### src/rtl/led_pattern_pkg.sv
// Shared types and constants for the LED pattern decoder.
// Holds the mode encoding, the default enable code and the one-hot LED helper.
package led_pattern_pkg;

  localparam int unsigned SEL_W = 3;
  localparam int unsigned N_OUT = 1 << SEL_W;

  localparam logic [2:0] DEFAULT_ENABLE_CODE = 3'b100;

  typedef enum logic [1:0] {
    MODE_DECODE,
    MODE_CHASE,
    MODE_BLINK,
    MODE_BOUNCE
  } led_mode_t;

  // Active-low one-hot: only the LED at pos is driven low.
  function automatic logic [N_OUT-1:0] led_onehot_n(input logic [SEL_W-1:0] pos);
    return ~(N_OUT'(1) << pos);
  endfunction

endpackage

### src/rtl/led_tick_gen.sv
// Tick prescaler: counts open cycles and fires once every 2**DIV_W of them.
// Holds its count while not running so a paused pattern resumes in phase.
module led_tick_gen #(
  parameter int unsigned DIV_W = 4
) (
  input  logic clk,
  input  logic rst_n,
  input  logic run,
  input  logic clear,
  output logic tick
);

  logic [DIV_W-1:0] div_cnt;

  always_ff @(posedge clk or negedge rst_n) begin
    if (!rst_n) begin
      div_cnt <= '0;
    end else if (clear) begin
      div_cnt <= '0;
    end else if (run) begin
      div_cnt <= div_cnt + DIV_W'(1);
    end
  end

  assign tick = run & ~clear & (&div_cnt);

endmodule

### src/rtl/led_pattern_decoder.sv
// Gated 3-to-8 active-low LED decoder with timed chase, blink and bounce patterns.
// The LED bank is registered from next-state, so a state change shows on led at the same edge.
module led_pattern_decoder
  import led_pattern_pkg::*;
#(
  parameter int unsigned DIV_W       = 4,
  parameter logic [2:0]  ENABLE_CODE = DEFAULT_ENABLE_CODE
) (
  input  logic             clk,
  input  logic             rst_n,
  input  logic [2:0]       enable,
  input  logic [SEL_W-1:0] switch,
  input  logic [1:0]       mode,
  output logic [N_OUT-1:0] led
);

  localparam logic [SEL_W-1:0] POS_MAX = '1;
  localparam logic             DIR_UP  = 1'b1;
  localparam logic             DIR_DN  = 1'b0;

  led_mode_t        mode_in;
  led_mode_t        mode_q, mode_d;
  logic [SEL_W-1:0] pos_q, pos_d;
  logic             dir_q, dir_d;
  logic             phase_q, phase_d;
  logic [N_OUT-1:0] led_d;
  logic             gate_open;
  logic             entry;
  logic             tick;

  assign mode_in   = led_mode_t'(mode);
  assign gate_open = (enable == ENABLE_CODE);
  assign entry     = gate_open && (mode_in != mode_q);

  led_tick_gen #(
    .DIV_W (DIV_W)
  ) u_tick_gen (
    .clk   (clk),
    .rst_n (rst_n),
    .run   (gate_open & ~entry),
    .clear (entry),
    .tick  (tick)
  );

  always_comb begin
    pos_d   = pos_q;
    dir_d   = dir_q;
    phase_d = phase_q;
    mode_d  = mode_q;
    led_d   = '1;
    if (gate_open) begin
      if (entry) begin
        pos_d   = switch;
        dir_d   = DIR_UP;
        phase_d = 1'b1;
        mode_d  = mode_in;
      end else begin
        unique case (mode_q)
          MODE_DECODE: pos_d = switch;
          MODE_CHASE: begin
            if (tick) pos_d = pos_q + SEL_W'(1);
          end
          MODE_BLINK: begin
            pos_d = switch;
            if (tick) phase_d = ~phase_q;
          end
          MODE_BOUNCE: begin
            // Turnarounds step straight to the neighbour so each end LED gets one tick period.
            if (tick) begin
              if (dir_q == DIR_UP) begin
                if (pos_q == POS_MAX) begin
                  pos_d = POS_MAX - SEL_W'(1);
                  dir_d = DIR_DN;
                end else begin
                  pos_d = pos_q + SEL_W'(1);
                end
              end else begin
                if (pos_q == '0) begin
                  pos_d = SEL_W'(1);
                  dir_d = DIR_UP;
                end else begin
                  pos_d = pos_q - SEL_W'(1);
                end
              end
            end
          end
          default: pos_d = switch;
        endcase
      end
      led_d = (mode_d == MODE_BLINK && !phase_d) ? '1 : led_onehot_n(pos_d);
    end
  end

  always_ff @(posedge clk or negedge rst_n) begin
    if (!rst_n) begin
      pos_q   <= '0;
      dir_q   <= DIR_UP;
      phase_q <= 1'b1;
      mode_q  <= MODE_DECODE;
      led     <= '1;
    end else begin
      pos_q   <= pos_d;
      dir_q   <= dir_d;
      phase_q <= phase_d;
      mode_q  <= mode_d;
      led     <= led_d;
    end
  end

endmodule

### config.mk
export PLATFORM = sky130hd
export DESIGN_NAME = led_pattern_decoder
export DESIGN_NICKNAME = d
export VERILOG_FILES = /design/src/rtl/led_pattern_pkg.sv /design/src/rtl/led_tick_gen.sv /design/src/rtl/led_pattern_decoder.sv
export SDC_FILE = /design/constraint.sdc
export NUM_CORES = 1
export LEC_CHECK = 0
export ABC_AREA = 1
export CAP_MARGIN = 10
export CORE_MARGIN = 2
export CORE_UTILIZATION = 48
export CTS_CLUSTER_DIAMETER = 30
export DETAILED_ROUTE_END_ITERATION = 16
export HOLD_SLACK_MARGIN = 0.05
export PLACE_DENSITY = 0.74
export SLEW_MARGIN = 20
export SYNTH_ARGS = -nofsm -noshare
export SYNTH_HDL_FRONTEND = slang
export SYNTH_HIERARCHICAL = 1
export SYNTH_SLANG_ARGS = --single-unit
### constraint.sdc
create_clock -name clk -period 2.2 [get_ports clk]
set_input_delay 0.44 -clock clk [delete_from_list [all_inputs] [get_ports clk]]
set_output_delay 0.44 -clock clk [all_outputs]
set_load 0.01 [all_outputs]
==> flow_summary.json <==
{
  "status": "finished clean",
  "synth.top_cell.area_share_pct": 20.9,
  "routed_via_density": 5.10,
  "drc": 0,
  "grt_usage_pct": 21.0,
  "ys_ff_latch": 19,
  "vias": 1209,
  "cts.clk_slew.worst_paths_ns": 0.12,
  "placed_area_sq_um": 1550,
  "synth.most_common_cell": "nand2_1",
  "die_h_um": 55.1,
  "place_congestion": 0.908,
  "required_ns": 2.44,
  "start_util_pct": 50.7,
  "grt_max_degree": 20,
  "yosys-top-cells-area": "dfstp_2 21%, dfrtp_1 18%, nand2_1 16%",
  "worstSetupEndpoint": "led[1]",
  "p_leak_nw": 0.802,
  "drt-total-wl_um": 2740,
  "hpwl_um": 2140,
  "ios": 18,
  "synth_enable_flop_cells": 0,
  "max_cap_violations": 0,
  "core.rowCount": 18,
  "clockBufferDepth": 2,
  "drive_gt1_share_pct": 25.1,
  "fin_cells": 237,
  "crit_type": "primary input to flip-flop",
  "crit_path_max_fanout": 4,
  "fin_crit_sh_pct": 93.8,
  "critical_path.slowest_cell": "clkdlybuf4s50_1",
  "reg2reg_depth": 18,
  "post_synth_num_cell_types": 20,
  "yosysWarningCount": 6,
  "peakVddDrop_mv": 0.400,
  "synthArstFlopShare_pct": 100,
  "die-area_sq_um": 3040,
  "crit_path_frequent_cell": "nand2_1",
  "cts_buffers": 3,
  "worstPathBufferInverterCount": 5,
  "cts_tree": "built",
  "slew_headroom_pct": 83.4,
  "arrival_ns": 2.31,
  "critPathLaunchType": "primary input",
  "dp_cells": 233,
  "syn-num-nets": 192,
  "antenna_cells": 0,
  "powerDensity_nw_per_um2": 627,
  "dr.pass1.iters": 4,
  "cts_setup_buffers": 0,
  "syn-instance-count": 175,
  "skew_ns": 0.00656,
  "finalMaxSlewViolations": 0,
  "h-tree-depth": 1,
  "antenna_found_initial": 0,
  "cts-root-buf": "clkbuf_4",
  "ctsHoldBuffers": 0,
  "numPortBuffers": 17,
  "wire_per_inst_um": 11.6,
  "worst_pin_slew_ns": 0.249,
  "cpLargestDelayFamily": "simple AND/OR/NAND/NOR gates",
  "crit_chain": "clkdlybuf4s50_1, nand2_1, nand2_2, nand2_4, nand2_4, inv_1, inv_1, nand2_2, nor2_4, buf_4, nand3_1, nand2_1, nand2_1, inv_2, nand2_2, o21ai_2, nor2_4, nand2_1",
  "hold_viol": 0,
  "dieWidth_um": 55.1,
  "finalSetupViolCount": 0,
  "synth.avg_cell_area_sq_um": 7.17,
  "nets": 225,
  "syn-cell-area_sq_um": 1250,
  "final_antenna_net_count": 0,
  "design_area_sq_um": 1620,
  "synth_top_area_cell": "dfstp_2",
  "grt_pass1_wl_um": 4570,
  "period_needed_ns": 2.06,
  "nFillCells": 219,
  "crit_cells": 18,
  "yosysSeqAreaShare_pct": 38.9,
  "hold_path.class": "primary input to asynchronous set/reset pin",
  "clkSinkCount": 19,
  "area_delta_synth_final_pct": 29.0,
  "r2r_end": "led[1]",
  "fmax_mhz": 485,
  "endpoint_kind": "flip-flop",
  "clk_latency_ns": 0.30,
  "critPathLaunch": "mode[1]",
  "regToRegStartpoint": "mode_q[1]",
  "core-area_sq_um": 2480,
  "cts.repair.resized": 0,
  "synth_common_cells": "52 x nand2_1, 25 x inv_1, 16 x nand3_1, 16 x nor2_1",
  "grt_pass1_vias": 1107,
  "ys.flop_type": "dfstp_2",
  "r2r_slack_ns": 0.26,
  "grt_remaining_overflow": 0,
  "slowest_delay_ns": 0.49,
  "drtIter0Drc": 31
}
## sequential cells by signal (all words and copies together) (netlist names)
signal / count
dir_q: 1
mode_q: 2
phase_q: 1
u_tick_gen/div_cnt: 4
pos_q: 3
led: 8
## cell usage in the layout, fill, tap and decap left out, drive strengths merged
cell type	instances
dlymetal6s2s	1
a22oi	1
nand4	3
nand2	60
clkbuf	3
inv	26
a21oi	5
buf	15
nor2	19
clkinv	1
nand3	17
o21ai	14
ha	7
dfstp	10
dfrtp	9
clkdlybuf4s50	16
## power breakdown
group / internal (mW) / leakage (nW) / switching (mW)
registers: 0.398 / 0.221 / 0.0410
clock network: 0.0677 / 0.0177 / 0.112
logic: 0.153 / 0.563 / 0.243
## worst min path at each step
stage / cells past startpoint / slack [ns] / start / to
floorplan: 0 / 0.14 / rst_n / mode_q[0]
global placement: 2 / 0.50 / phase_q / phase_q
detailed placement: 2 / 0.52 / phase_q / phase_q
CTS: 2 / 0.46 / rst_n / pos_q[0]
global route: 2 / 0.46 / rst_n / pos_q[0]
finish: 2 / 0.46 / rst_n / u_tick_gen/div_cnt[0]
## cell type report
class	instances	area, sq um	area share [%]
clock buffers	3	22.5	1.39
flip-flops and latches	19	488	30.1
repair buffers	32	285	17.6
inverters	26	100	6.18
well taps	30	37.5	2.32
clock inverters	1	5.00	0.309
multi-input cells	126	681	42.0
## layer usage
metal	part of all wire (%)	global-route usage (%)	routed length, um	up-vias
met3	6.8	4.03	187	4
met1	40	24.7	1100	540
met4	1.3	6.10	35	0
met2	52	38.3	1420	51
li1	-	-	-	614
met5	0	0	0	-
## stage by stage
step                      total power [mW]  TNS (ns)  utilization [%]  worst slack, ns  hold WS [ns]
after floorplan                      0.709         0                -            0.129         0.144
after global placement               0.809     -2.10             62.4           -0.218         0.502
after detailed placement             0.823     -2.62             62.4           -0.273         0.519
after CTS                             1.01         0             63.5           0.0429         0.455
after global routing                  1.11   -0.0603             65.4          -0.0185         0.458
final                                 1.02         0             65.4            0.136         0.459
## cell families after synthesis
kind of cell	count (synthesis)	share of synthesized area, %
AO/OA/AOI/OAI	20	8.18
adder cells (fa/ha/maj)	7	6.98
buffers and inverters	30	10.3
flip-flops	19	38.9
AND/OR/NAND/NOR	99	35.7
Power figures use the tool's default switching activity.
